**src/rtl/cache_fill_arbiter.sv**
```systemverilog
// ---------------------------------------------------------------------------
// cache_fill_arbiter
//
// Miss-handling controller that shares one pipelined main memory between the
// I-cache (fetch stage) and the D-cache (memory stage). One miss is granted at
// a time. The controller issues WORDS_PER_BLK sequential word reads for the
// block-aligned address, streams the returned words into the granted cache
// with a word index, and then pulses that cache's done so its stall releases.
//
// Optional feature macro: FILL_ARB_ROUND_ROBIN_EN
//   undefined : fixed priority, D-cache wins a simultaneous request
//   defined   : a last_grant flop alternates simultaneous requests
//
// Ports:
//   clk            in   system clock
//   rst            in   asynchronous active-high reset
//   i_miss         in   I-cache miss request (level, held until i_fill_done)
//   i_miss_addr    in   I-cache miss address
//   d_miss         in   D-cache miss request (level, held until d_fill_done)
//   d_miss_addr    in   D-cache miss address
//   mem_data_valid in   read data valid (in issue order, fixed latency >= 1)
//   mem_data       in   read data
//   mem_en         out  read strobe, one word per cycle
//   mem_addr       out  read address
//   fill_data      out  word written into the granted cache
//   fill_word      out  index of fill_data within the block
//   i_fill_wen     out  I-cache data-array write enable
//   d_fill_wen     out  D-cache data-array write enable
//   i_fill_done    out  one-cycle pulse, I-cache block complete
//   d_fill_done    out  one-cycle pulse, D-cache block complete
//   busy           out  high whenever the controller is not idle
// ---------------------------------------------------------------------------
module cache_fill_arbiter #(
    parameter int WORDS_PER_BLK = 8,
    parameter int ADDR_W        = 16,
    parameter int DATA_W        = 16
) (
    input  logic                             clk,
    input  logic                             rst,
    input  logic                             i_miss,
    input  logic [ADDR_W-1:0]                i_miss_addr,
    input  logic                             d_miss,
    input  logic [ADDR_W-1:0]                d_miss_addr,
    input  logic                             mem_data_valid,
    input  logic [DATA_W-1:0]                mem_data,
    output logic                             mem_en,
    output logic [ADDR_W-1:0]                mem_addr,
    output logic [DATA_W-1:0]                fill_data,
    output logic [$clog2(WORDS_PER_BLK)-1:0] fill_word,
    output logic                             i_fill_wen,
    output logic                             d_fill_wen,
    output logic                             i_fill_done,
    output logic                             d_fill_done,
    output logic                             busy
);

    localparam int IDX_W = $clog2(WORDS_PER_BLK);
    // Counters need one extra bit so the issue side can hold WORDS_PER_BLK.
    localparam int CNT_W = IDX_W + 1;

    localparam logic [CNT_W-1:0]  WORDS_CNT = CNT_W'(WORDS_PER_BLK);
    localparam logic [CNT_W-1:0]  LAST_WORD = CNT_W'(WORDS_PER_BLK - 1);
    localparam logic [CNT_W-1:0]  CNT_ONE   = CNT_W'(1);
    // Block is 2*WORDS_PER_BLK bytes, so the low log2 of that many bits are
    // the byte offset inside the block and get cleared to form the base.
    localparam logic [ADDR_W-1:0] BLK_MASK  = ~ADDR_W'(2 * WORDS_PER_BLK - 1);

    typedef enum logic [1:0] {
        IDLE = 2'd0,
        FILL = 2'd1,
        DONE = 2'd2
    } state_t;

    typedef enum logic {
        GRANT_I = 1'b0,
        GRANT_D = 1'b1
    } grant_t;

    state_t            state_q,    state_d;
    grant_t            grant_q,    grant_d;
    logic [ADDR_W-1:0] base_q,     base_d;
    logic [CNT_W-1:0]  issueCnt_q, issueCnt_d;
    logic [CNT_W-1:0]  recvCnt_q,  recvCnt_d;

    grant_t            pickGrant;
    logic              anyMiss;

`ifdef FILL_ARB_ROUND_ROBIN_EN
    grant_t            lastGrant_q, lastGrant_d;
`endif

    // Arbitration between the two requesters. A lone request is always
    // granted; a simultaneous pair is resolved either by fixed D priority or
    // by handing the grant to whoever did not get the previous one.
    always_comb begin
        anyMiss   = i_miss | d_miss;
        pickGrant = GRANT_I;
        if (i_miss && d_miss) begin
`ifdef FILL_ARB_ROUND_ROBIN_EN
            pickGrant = (lastGrant_q == GRANT_D) ? GRANT_I : GRANT_D;
`else
            pickGrant = GRANT_D;
`endif
        end else if (d_miss) begin
            pickGrant = GRANT_D;
        end
    end

    // State, grant, base address and both counters. Reset is asynchronous so
    // an abort mid-fill takes effect within the reset cycle itself.
    always_ff @(posedge clk or posedge rst) begin
        if (rst) begin
            state_q    <= IDLE;
            grant_q    <= GRANT_I;
            base_q     <= '0;
            issueCnt_q <= '0;
            recvCnt_q  <= '0;
        end else begin
            state_q    <= state_d;
            grant_q    <= grant_d;
            base_q     <= base_d;
            issueCnt_q <= issueCnt_d;
            recvCnt_q  <= recvCnt_d;
        end
    end

`ifdef FILL_ARB_ROUND_ROBIN_EN
    // Remembers who won the most recent grant for round-robin tie breaking.
    always_ff @(posedge clk or posedge rst) begin
        if (rst) begin
            lastGrant_q <= GRANT_I;
        end else begin
            lastGrant_q <= lastGrant_d;
        end
    end

    // The last-grant record only changes on an actual grant out of IDLE.
    always_comb begin
        lastGrant_d = lastGrant_q;
        if (state_q == IDLE && anyMiss) begin
            lastGrant_d = pickGrant;
        end
    end
`endif

    // Next-state and output logic. Outputs that carry addresses, data or word
    // indices are forced to zero whenever their strobe is low so that idle
    // and reset cycles present a clean all-zero interface.
    always_comb begin
        state_d     = state_q;
        grant_d     = grant_q;
        base_d      = base_q;
        issueCnt_d  = issueCnt_q;
        recvCnt_d   = recvCnt_q;

        mem_en      = 1'b0;
        mem_addr    = '0;
        fill_data   = '0;
        fill_word   = '0;
        i_fill_wen  = 1'b0;
        d_fill_wen  = 1'b0;
        i_fill_done = 1'b0;
        d_fill_done = 1'b0;
        busy        = (state_q != IDLE);

        case (state_q)
            IDLE: begin
                // Stray memory data here is deliberately ignored.
                if (anyMiss) begin
                    grant_d    = pickGrant;
                    base_d     = ((pickGrant == GRANT_D) ? d_miss_addr : i_miss_addr) & BLK_MASK;
                    issueCnt_d = '0;
                    recvCnt_d  = '0;
                    state_d    = FILL;
                end
            end

            FILL: begin
                // Issue side runs ahead of the receive side by the memory
                // latency; base is block aligned so the offset never carries
                // out of the block.
                if (issueCnt_q < WORDS_CNT) begin
                    mem_en     = 1'b1;
                    mem_addr   = base_q + ADDR_W'({issueCnt_q, 1'b0});
                    issueCnt_d = issueCnt_q + CNT_ONE;
                end

                if (mem_data_valid) begin
                    fill_data = mem_data;
                    fill_word = recvCnt_q[IDX_W-1:0];
                    if (grant_q == GRANT_D) begin
                        d_fill_wen = 1'b1;
                    end else begin
                        i_fill_wen = 1'b1;
                    end
                    recvCnt_d = recvCnt_q + CNT_ONE;
                    if (recvCnt_q == LAST_WORD) begin
                        state_d = DONE;
                    end
                end
            end

            DONE: begin
                if (grant_q == GRANT_D) begin
                    d_fill_done = 1'b1;
                end else begin
                    i_fill_done = 1'b1;
                end
                issueCnt_d = '0;
                recvCnt_d  = '0;
                state_d    = IDLE;
            end

            default: begin
                state_d = IDLE;
            end
        endcase
    end

endmodule

```
**config.mk**
```make
export PLATFORM = sky130hd
export DESIGN_NAME = cache_fill_arbiter
export DESIGN_NICKNAME = d
export VERILOG_FILES = /design/src/rtl/cache_fill_arbiter.sv
export SDC_FILE = /design/constraint.sdc
export NUM_CORES = 1
export LEC_CHECK = 0
export ABC_CLOCK_PERIOD_IN_PS = 1900
export CORE_ASPECT_RATIO = 1.75
export CORE_MARGIN = 10
export CORE_UTILIZATION = 36
export CTS_CLUSTER_SIZE = 30
export DETAILED_ROUTE_END_ITERATION = 8
export PLACE_DENSITY = 0.9
export SLEW_MARGIN = 20
export SYNTH_ARGS = -nofsm -noshare
export SYNTH_HDL_FRONTEND = slang
export SYNTH_SLANG_ARGS = --single-unit
```
**constraint.sdc**
```tcl
create_clock -name clk -period 1.9 [get_ports clk]
set_input_delay 0.19 -clock clk [delete_from_list [all_inputs] [get_ports clk]]
set_output_delay 0.19 -clock clk [all_outputs]
set_load 0.02 [all_outputs]
```
==> results of run 1 <==
-- metrics by stage --
stage	hold slack, ps	util [%]	setup WS [ps]	area, sq um
after floorplan	192	-	407	1460
after global placement	447	61.6	-64.8	2400
after detailed placement	456	61.6	-99.6	2400
after CTS	261	62.0	1.44	2420
after global routing	288	58.8	8.29	2290
final	255	58.8	63.8	2290
-- area by class of cell --
cell class / instances / area [sq um] / area share [%]
repair buffers: 96 / 785 / 34.2
multi-input cells: 100 / 802 / 35.0
well taps: 48 / 60.1 / 2.62
flip-flops and latches: 23 / 576 / 25.1
clock inverters: 1 / 5.00 / 0.218
inverters: 5 / 26.3 / 1.15
clock buffers: 3 / 41.3 / 1.80
-- synth_stat cells --
cell type | number | area share (%)
buf_4 | 1 | 0.51
nor3b_1 | 2 | 1.0
buf_2 | 2 | 0.68
mux2_2 | 12 | 9.2
mux2_1 | 3 | 2.3
and4bb_1 | 1 | 0.85
a22o_1 | 1 | 0.60
inv_2 | 1 | 0.26
nor3_2 | 1 | 0.68
o21a_4 | 1 | 1.0
inv_1 | 3 | 0.77
nor3_1 | 1 | 0.34
clkbuf_1 | 2 | 0.51
nand2_1 | 7 | 1.8
mux2_4 | 9 | 9.2
and2_1 | 34 | 15
conb_1 | 1 | 0.26
o21ai_1 | 5 | 1.7
and3b_1 | 1 | 0.60
nand4_1 | 1 | 0.43
nor2_2 | 1 | 0.43
or3_1 | 1 | 0.43
o21ai_0 | 1 | 0.34
xnor2_1 | 1 | 0.60
xor2_1 | 1 | 0.60
or3b_4 | 1 | 0.77
nor2_1 | 4 | 1.0
inv_6 | 1 | 0.60
nand3b_1 | 1 | 0.51
nand4b_1 | 3 | 1.8
ha_1 | 2 | 1.7
a31o_1 | 1 | 0.60
buf_8 | 1 | 1.0
o211ai_1 | 2 | 1.0
dfrtp_1 | 23 | 39
buf_6 | 2 | 1.5
a21oi_1 | 1 | 0.34
-- timing repair --
item,CTS,global route
gates resized for setup,46,64
pin swaps,0,0
setup endpoints to repair,36,37
-- per-layer routing --
| metal | track usage, % | share of wire (%) |
|---|---|---|
| met5 | 0 | 0 |
| met4 | 3.47 | 1.4 |
| met3 | 6.36 | 14 |
| met2 | 20.7 | 50 |
| met1 | 12.1 | 35 |
-- layout by cell type, fill, tap and decap left out, types with 4 or more instances in the layout --
| cell type | count |
|---|---|
| dfrtp_1 | 23 |
| clkbuf_2 | 32 |
| mux2_4 | 9 |
| clkdlybuf4s50_1 | 45 |
| o21ai_1 | 5 |
| mux2_2 | 12 |
| buf_4 | 11 |
| nor2_1 | 4 |
| nand2_1 | 7 |
| and2_1 | 34 |
-- flip-flops by register name, summed over array words and instances, names as in the netlist --
name / flops
base_q: 12
grant_q: 1
issueCnt_q: 4
recvCnt_q: 4
state_q: 2
-- worst min path at each step --
stage | depth (start not counted) | endpoint | slack, ps | startpoint
3_3_place_gp | 1 | state_q[1]$_DFFE_PP0P_ | 450 | recvCnt_q[3]$_DFFE_PP0P_
5_1_grt | 3 | base_q[11]$_DFFE_PP0P_ | 290 | rst
6_report | 3 | base_q[4]$_DFFE_PP0P_ | 250 | rst
2_1_floorplan | 1 | base_q[10]$_DFFE_PP0P_ | 190 | rst
3_5_place_dp | 1 | state_q[1]$_DFFE_PP0P_ | 460 | recvCnt_q[3]$_DFFE_PP0P_
4_1_cts | 3 | state_q[0]$_DFFE_PP0P_ | 260 | rst
-- kinds of logic (layout without fill, tap and decap cells) --
logic type                 Yosys count  after routing  synth area share [%]
other                                1              1                 0.256
AOI/OAI and AO/OA                   12             12                  5.64
DFF                                 23             23                  39.3
and+or+nand+nor                     59             59                  25.2
buffers and inverters               13            105                  5.90
muxes                               24             24                  20.8
adders and majority gates            2              2                  1.71
xor gates and xnor gates             2              2                  1.20
-- where the power goes --
group	total, mW	switching, mW	internal (mW)	leakage [nW]
Sequential	0.888	0.168	0.720	0.277
Combinational	1.71	0.899	0.816	0.806
Clock	0.302	0.156	0.146	0.0255
Total	2.91	1.22	1.68	1.11
-- tightest hold or removal path, cell delays in order --
cell and delay (ps):
clkdlybuf4s50_1 390, inv_1 50, buf_4 280
==> summary.txt, run 1 <==
Worst setup path
  – WP data required: 1710 ps
  – CP max stage delay: 440 ps
  – Crit path max-delay family: simple AND/OR/NAND/NOR gates
  – Flop-to-flop setup slack: 370 ps
  – CP Data Arrival Time: 1650 ps
  – Crit. path cell count: 4
  – Crit path from: issueCnt_q[3]$_DFFE_PP0P_
  – CP Launch Type: register
  – Critical path's slowest cell: or3b_4
  – Critical Path End Type: output pin
  – Reg-to-reg startpoint: state_q[1]$_DFFE_PP0P_
  – Highest fanout seen on the critical path: 18
  – CP Class: register to output pin
  – Worst reg2reg path depth: 4
  – Cell Chain, Critical Path: or3b_4 -> inv_8 -> and2_1 -> clkdlybuf4s15_2
  – CP endpoint: mem_addr[11]
  – Reg2Reg Capture Point: base_q[9]$_DFFE_PP0P_
  – Buffers & Inverters on Critical Path: 2

Die
  – Initial Util: 37.5%
  – Die Ht: 104 microns
  – DIE WIDTH: 68.2 microns
  – Die outline area: 7120 sq um
  – FP Rows: 30
  – IO Count: 94
  – Core box area: 3900 sq um

Drt
  – Wire per inst: 15.7 microns
  – Initial DRC Count: 39
  – 1st-pass router iterations: 4
  – Vias after detailed routing: 1330
  – Final wirelength: 4.33 mm
  – Vias per cell: 4.82
  – Residual DRC: 0
  – Antenna viol nets, final: 0

Timing
  – Fin crit share: 96.6%
  – Fin crit period: 1840 ps
  – Final Hold Vio Count: 0
  – Fmax achieved: 545 MHz
  – RSZ-0062 raised after global routing: no
  – Slew Viols, Final: 0
  – Setup violators final: 0
  – Worst clock skew: 1.98 ps
  – Setup TNS: 0 ps

Pwr
  – Cell Pwr Density: 1270 nW/um^2
  – Max VDD drop: 0.000925 V
  – Total power: 2.91 mW
  – Leak: 1.11 nW

Placement
  – Dpl hpwl: 3.65 mm
  – RePlAce Congestion: 0.752
  – Placed Cells: 272
  – Buffers on Ports: 84

Global routing
  – Initial antenna violation count: 0
  – Vias in the first global route: 1443
  – GRT Resource Usage Total: 12.1%
  – Grt ovf: 0
  – Largest net degree at the start of global routing: 24
  – First-pass GRT wire length: 6.91 mm

Clock tree
  – CTS sink cnt: 23
  – # hold bufs at CTS: 0
  – Clock root buffer master: clkbuf_8
  – Clk_lat worst skew: 260 ps
  – Num CTS Buffers: 3
  – CTS tree: done
  – H-tree depth: 1
  – Clock buffer depth: 2
  – Number of post-CTS setup repair buffers: 0
  – CTS clk-pin slew, worst paths: 80 ps

Synthesis
  – Synth Cell Area: 1460 sq um
  – Warnings, synthesis: 0
  – Seq cells post-synth: 23
  – Synthesized Nets: 191
  – Post-synthesis sequential area ratio: 39.3%
  – Post-synthesis cell count: 136
  – Yosys cell types: 37
  – Synthesized area per cell: 10.8 sq um

Final layout
  – Fill cells: 351
  – Nets: 284
  – Layout cells sized above 1: 33.8%
  – Non-filler cells, final: 276
  – Diodes inserted: 0
  – Area added between synthesis and finish: 56.8%

Flow run
  – Max Cap Viol: 0

Min path
  – Worst Hold Class: primary input to asynchronous set/reset pin

Status
  – Status: finished, final reports clean
No activity file was read; power rests on OpenSTA's default activity.
==> run 2, diff against run 1 <==
Settings changed: ABC_CLOCK_PERIOD_IN_PS 1900 to 1800, CORE_MARGIN 10 to 2.
Clock period 1.9 ns to 1.8 ns, I/O delays scaled along.
==> run 2 against run 1 <==
- utilization down 0.19 points
- combinational power increased by 5%
- clock skew is 7.7 ps higher
- die area is 35% lower
- sequential power up 5.6%
- global-route usage up 4.4 points
==> summary.txt, run 2 (synthesis gave the netlist of run 1 again) <==
Final layout
  – Fill cells: 346 (-1.4%)
  – Area added between synthesis and finish: 56.2%
  – FF/Latch Area: 576 sq um (unchanged)
  – Biggest register: base_q
  – Top Registers: base_q x12, issueCnt_q x4, recvCnt_q x4
  – Multi-input logic area: 802 sq um (unchanged)
  – Most frequent cells in the layout: 44 x clkdlybuf4s50_1, 34 x and2_1, 23 x dfrtp_1
  – Fin util: 58.6% (-0.19 points)
  – Commonest non-fill, non-tap cell in the layout: clkdlybuf4s50_1
  – Nets: 284 (unchanged)
  – Max FFs per register: 12 (unchanged)
  – Layout cells sized above 1: 33.8% (unchanged)
  – Diodes inserted: 0 (unchanged)

Placement
  – Dpl hpwl: 2.90 mm (-21%)
  – RePlAce Congestion: 0.746 (-0.77%)
  – Pre-CTS WS: -140 ps (-40.5 ps)
  – Buffers on Ports: 84 (unchanged)

Die
  – Core box area: 3900 sq um (unchanged)
  – FP Rows: 30 (unchanged)
  – DIE WIDTH: 52.2 microns (-23%)
  – Die Ht: 88.4 microns (-15%)
  – Initial Util: 37.5% (unchanged)
  – Die outline area: 4610 sq um (-35%)
  – IO Count: 94 (unchanged)

Min path
  – Worst Hold Class: primary input to asynchronous set/reset pin

Clock tree
  – CTS sink cnt: 23 (unchanged)
  – Clock buffer depth: 2 (unchanged)
  – H-tree depth: 1 (unchanged)
  – Num CTS Buffers: 3 (unchanged)
  – CTS tree: done
  – Clk_lat worst skew: 260 ps (about the same)
  – Number of post-CTS setup repair buffers: 0 (unchanged)
  – Clock root buffer master: clkbuf_8
  – CTS clk-pin slew, worst paths: 90 ps (about the same)

Worst setup path
  – CP Launch Type: register
  – CP Data Arrival Time: 1570 ps (-80 ps)
  – Highest fanout seen on the critical path: 9 (-9)
  – Critical Path End Type: output pin
  – WP data required: 1620 ps (-90 ps)
  – CP Class: register to output pin
  – Flop-to-flop setup slack: 250 ps (-120 ps)

Drt
  – Initial DRC Count: 25 (-36%)
  – 1st-pass router iterations: 4 (unchanged)
  – Vias per cell: 4.86 (+0.83%)
  – Wire per inst: 13.5 microns (-14%)
  – Final wirelength: 3.73 mm (-14%)
  – Vias after detailed routing: 1341 (+0.83%)
  – Residual DRC: 0 (unchanged)
  – Antenna viol nets, final: 0 (unchanged)

Timing
  – Fmax achieved: 573 MHz
  – Setup slack after layout: 54.4 ps (-9.44 ps)
  – Worst clock skew: 9.73 ps (+7.74 ps)
  – Slew Viols, Final: 0 (unchanged)
  – Final hold slack: 245 ps (-9.68 ps)
  – Fin crit period: 1750 ps
  – Fin crit share: 97.0%
  – Final Hold Vio Count: 0 (unchanged)
  – Setup violators final: 0 (unchanged)

Global routing
  – Grt met2 use: 33.3% (+13 points)
  – GRT Resource Usage Total: 16.5% (+4.4 points)
  – Gr busiest metal: met2
  – GR Util met1: 15.6% (+3.5 points)
  – Largest net degree at the start of global routing: 24 (unchanged)
  – First-pass GRT wire length: 5.80 mm (-16%)
  – Initial antenna violation count: 0 (unchanged)
  – Grt ovf: 0 (unchanged)
  – Vias in the first global route: 1361 (-5.7%)
  – Met3 Use GR: 3.38% (-3.0 points)

Pwr
  – Max VDD drop: 0.000789 V (-15%)
  – Cell Pwr Density: 1340 nW/um^2 (+5.5%)
  – Leak: 1.08 nW (-3.1%)

Flow run
  – Max Cap Viol: 0 (unchanged)

Status
  – Status: finished, final reports clean
## run 2: cell count changes in the layout (fill, tap and decap cells not counted), sizes merged
cell / change
clkdlybuf4s50: -1
dlygate4sd2: +4
dlymetal6s2s: -3
buf: +13
clkbuf: -13
inv: +1
clkdlybuf4s15: -1
## run 2: area by class of cell
cell class                 count  area share [%]
clock inverter                 1           0.219
multi-input combinational    100            35.1
timing repair inverter         1           0.274
clock buffer                   3            1.81
sequential                    23            25.2
tap                           48            2.63
timing repair buffer          95            33.7
inverter                       5            1.15
## run 2: timing repair
action | in CTS | in global routing
gates resized for setup | 91 | 33
hold buffers | 0 | 0
setup endpoints to repair | 40 | 33
gates cloned | 0 | 1
## run 2: stage by stage
step / cells / total power [mW] / instance area [sq um] / TNS (ps)
after global placement: 271 / 2.96 / 2410 / -2700
after detailed placement: 271 / 3.01 / 2410 / -2930
after global routing: 276 / 3.28 / 2290 / -0.697
after CTS: 275 / 3.22 / 2460 / 0
final: 276 / 3.05 / 2290 / 0
after floorplan: 136 / 2.12 / 1460 / 0
## run 2: path summary, 6_finish.rpt
check | start | endpoint | cells after the start
min | rst | base_q[10]$_DFFE_PP0P_ | 3
min in group clk | recvCnt_q[3]$_DFFE_PP0P_ | state_q[1]$_DFFE_PP0P_ | 1
min reg2reg | recvCnt_q[3]$_DFFE_PP0P_ | state_q[1]$_DFFE_PP0P_ | 1
max | issueCnt_q[3]$_DFFE_PP0P_ | mem_en | 3
max in group asynchronous | rst | recvCnt_q[2]$_DFFE_PP0P_ | 3
max reg2reg | state_q[1]$_DFFE_PP0P_ | base_q[9]$_DFFE_PP0P_ | 4
## run 2: critical path, stage by stage, from the launching register on
cell and delay (ps):
dfrtp_1 390, or3b_4 460, inv_4 120, dlygate4sd2_1 340
## run 2: power by group
group | internal (mW) | switching, mW | leakage (nW) | total [mW]
combinational | 0.861 | 0.940 | 0.772 | 1.80
clock | 0.154 | 0.161 | 0.0255 | 0.315
sequential | 0.760 | 0.178 | 0.277 | 0.938
total | 1.78 | 1.28 | 1.08 | 3.05
## run 2: routing by layer
layer,vias to the layer above,share of wire [%]
met3,4,9.4
met4,0,1.2
met1,632,36
met2,67,54
li1,638,-
met5,-,0
==> run 3, diff against run 2 <==
Settings changed: ABC_CLOCK_PERIOD_IN_PS 1800 to 1700, PLACE_DENSITY 0.9 to 0.83.
Clock period 1.8 ns to 1.7 ns, I/O delays scaled along.
==> run 3 against run 2 <==
- combinational power grew 24%
- design area grew 3.8%
- via count shrank 0.82%
- clock skew shrank 2.4 ps
- setup slack lost 33 ps
- flip-flop and latch count is the same
- wire length grew 1.6%
- final cell count shrank 0.36%
==> summary.txt, run 3 (synthesis gave the netlist of run 1 again) <==
Pwr
  – Total power: 3.56 mW (+17%)
  – Max VDD drop: 0.00127 V (+60%)
  – Leak: 1.10 nW (+2.5%)
  – Cell Pwr Density: 1500 nW/um^2 (+12%)

Worst setup path
  – Flop-to-flop setup slack: 150 ps (-100 ps)
  – Critical path's slowest cell: or3b_4
  – CP max stage delay: 470 ps (about the same)
  – Reg2Reg Capture Point: base_q[8]$_DFFE_PP0P_
  – CP Launch Type: register
  – Critical Path End Type: output pin
  – CP Data Arrival Time: 1510 ps (-60 ps)
  – CP endpoint: mem_addr[13]
  – CP Class: register to output pin
  – WP data required: 1530 ps (-90 ps)
  – Highest fanout seen on the critical path: 8 (-1)
  – Cell Chain, Critical Path: or3b_4 -> clkinv_4 -> and2_1 -> buf_6
  – Crit path from: issueCnt_q[3]$_DFFE_PP0P_
  – Reg-to-reg startpoint: state_q[1]$_DFFE_PP0P_
  – Worst reg2reg path depth: 4 (unchanged)

Drt
  – Residual DRC: 0 (unchanged)
  – Vias after detailed routing: 1330 (-0.82%)
  – Final wirelength: 3.79 mm (+1.6%)
  – Wire per inst: 13.8 microns (+2.0%)
  – 1st-pass router iterations: 4 (unchanged)
  – Antenna viol nets, final: 0 (unchanged)
  – Top Metal Used: met4
  – Met2 wire length: 2.06 mm (+3.0%)
  – Met1 Wirelength: 1.24 mm (-6.5%)
  – Initial DRC Count: 30 (+20%)
  – Metal3 WL: 399 microns (+14%)
  – Vias per cell: 4.84 (-0.46%)

Timing
  – Final hold slack: 235 ps (-10.4 ps)
  – Fin crit share: 98.7%
  – Fin crit period: 1680 ps
  – Worst clock skew: 7.28 ps (-2.45 ps)
  – Slew Viols, Final: 0 (unchanged)
  – Setup TNS: 0 ps (unchanged)
  – Fmax achieved: 596 MHz
  – Final Hold Vio Count: 0 (unchanged)
  – Setup violators final: 0 (unchanged)
  – RSZ-0062 raised after global routing: yes

Final layout
  – Area added between synthesis and finish: 62.1%
  – Non-filler cells, final: 275 (-0.36%)
  – Most frequent cells in the layout: 44 x clkdlybuf4s50_1, 29 x and2_1, 23 x dfrtp_1
  – Fin util: 60.8% (+2.2 points)
  – Max FFs per register: 12 (unchanged)
  – Nets: 283 (-0.35%)
  – Commonest non-fill, non-tap cell in the layout: clkdlybuf4s50_1
  – Multi-input logic area: 815 sq um (+1.6%)
  – Top Registers: base_q x12, issueCnt_q x4, recvCnt_q x4
  – Layout cells sized above 1: 35.7% (+1.9 points)
  – Fill cells: 354 (+2.3%)
  – FF/Latch Area: 576 sq um (unchanged)
  – Biggest register: base_q
  – Diodes inserted: 0 (unchanged)

Clock tree
  – CTS sink cnt: 23 (unchanged)
  – CTS clk-pin slew, worst paths: 80 ps (about the same)
  – Clock root buffer master: clkbuf_8
  – # hold bufs at CTS: 0 (unchanged)
  – Num CTS Buffers: 3 (unchanged)
  – Clock buffer depth: 2 (unchanged)
  – H-tree depth: 1 (unchanged)
  – Clk_lat worst skew: 270 ps (about the same)
  – CTS tree: done

Placement
  – Buffers on Ports: 84 (unchanged)
  – RePlAce Congestion: 0.773 (+3.6%)
  – Placed Cells: 270 (-0.37%)
  – Dpl hpwl: 2.90 mm (+0.19%)

Min path
  – Worst Hold Class: primary input to asynchronous set/reset pin

Status
  – Status: finished, final reports clean

Global routing
  – Initial antenna violation count: 0 (unchanged)
  – GRT Resource Usage Total: 16.6% (+0.063 points)
  – First-pass GRT wire length: 5.78 mm (-0.24%)
  – Largest net degree at the start of global routing: 24 (unchanged)
  – Vias in the first global route: 1315 (-3.4%)
  – Grt ovf: 0 (unchanged)

Die
  – Die Ht: 88.4 microns (unchanged)
  – IO Count: 94 (unchanged)
  – DIE WIDTH: 52.2 microns (unchanged)
  – Initial Util: 37.5% (unchanged)
  – Core box area: 3900 sq um (unchanged)
  – FP Rows: 30 (unchanged)
  – Die outline area: 4610 sq um (unchanged)

Flow run
  – Max Cap Viol: 0 (unchanged)
run 3: critical path: cells and delay by family (launching register included):
kind                   cells  cell delay (ps)
and+or+nand+nor            2              620
DFF                        1              400
buffers and inverters      2              230
run 3: worst min-delay path by stage:
| stage | endpoint | startpoint | depth (start not counted) | slack, ps |
|---|---|---|---|---|
| 2_1_floorplan | base_q[10]$_DFFE_PP0P_ | rst | 1 | 170 |
| 3_3_place_gp | base_q[7]$_DFFE_PP0P_ | base_q[7]$_DFFE_PP0P_ | 1 | 460 |
| 3_5_place_dp | base_q[7]$_DFFE_PP0P_ | base_q[7]$_DFFE_PP0P_ | 1 | 470 |
| 4_1_cts | base_q[9]$_DFFE_PP0P_ | rst | 3 | 240 |
| 5_1_grt | recvCnt_q[0]$_DFFE_PP0P_ | rst | 3 | 280 |
| 6_report | base_q[9]$_DFFE_PP0P_ | rst | 3 | 230 |
run 3: layout make-up:
| cell class | instances | area share [%] |
|---|---|---|
| repair buffers | 94 | 35.5 |
| clock buffers | 4 | 1.90 |
| flip-flops and latches | 23 | 24.2 |
| inverters | 5 | 1.11 |
| repair inverters | 1 | 0.369 |
| well taps | 48 | 2.53 |
| multi-input cells | 100 | 34.3 |
run 3: what timing repair did:
action                     CTS  global route
hold endpoints to repair     0             0
setup endpoints to repair   40            20
buffers inserted             0             0
cloned                       0             1
resized for setup          145            38
run 3: where the power goes:
group / leakage, nW / internal (mW) / switching [mW]
clock network: 0.0228 / 0.167 / 0.171
logic: 0.801 / 1.18 / 1.06
registers: 0.277 / 0.805 / 0.186
run 3: stage by stage:
step | cell area, sq um | setup WS [ps]
6_report | 2370 | 21.7
3_5_place_dp | 2400 | -204
4_1_cts | 2270 | 9.76
3_3_place_gp | 2400 | -175
2_1_floorplan | 1460 | 227
5_1_grt | 2370 | -26.8
run 3: metal layers:
layer	vias up	GRT usage, %
met3	7	4.39
met2	73	31.1
met4	0	7.23
met1	615	16.5
met5	-	0
li1	635	-
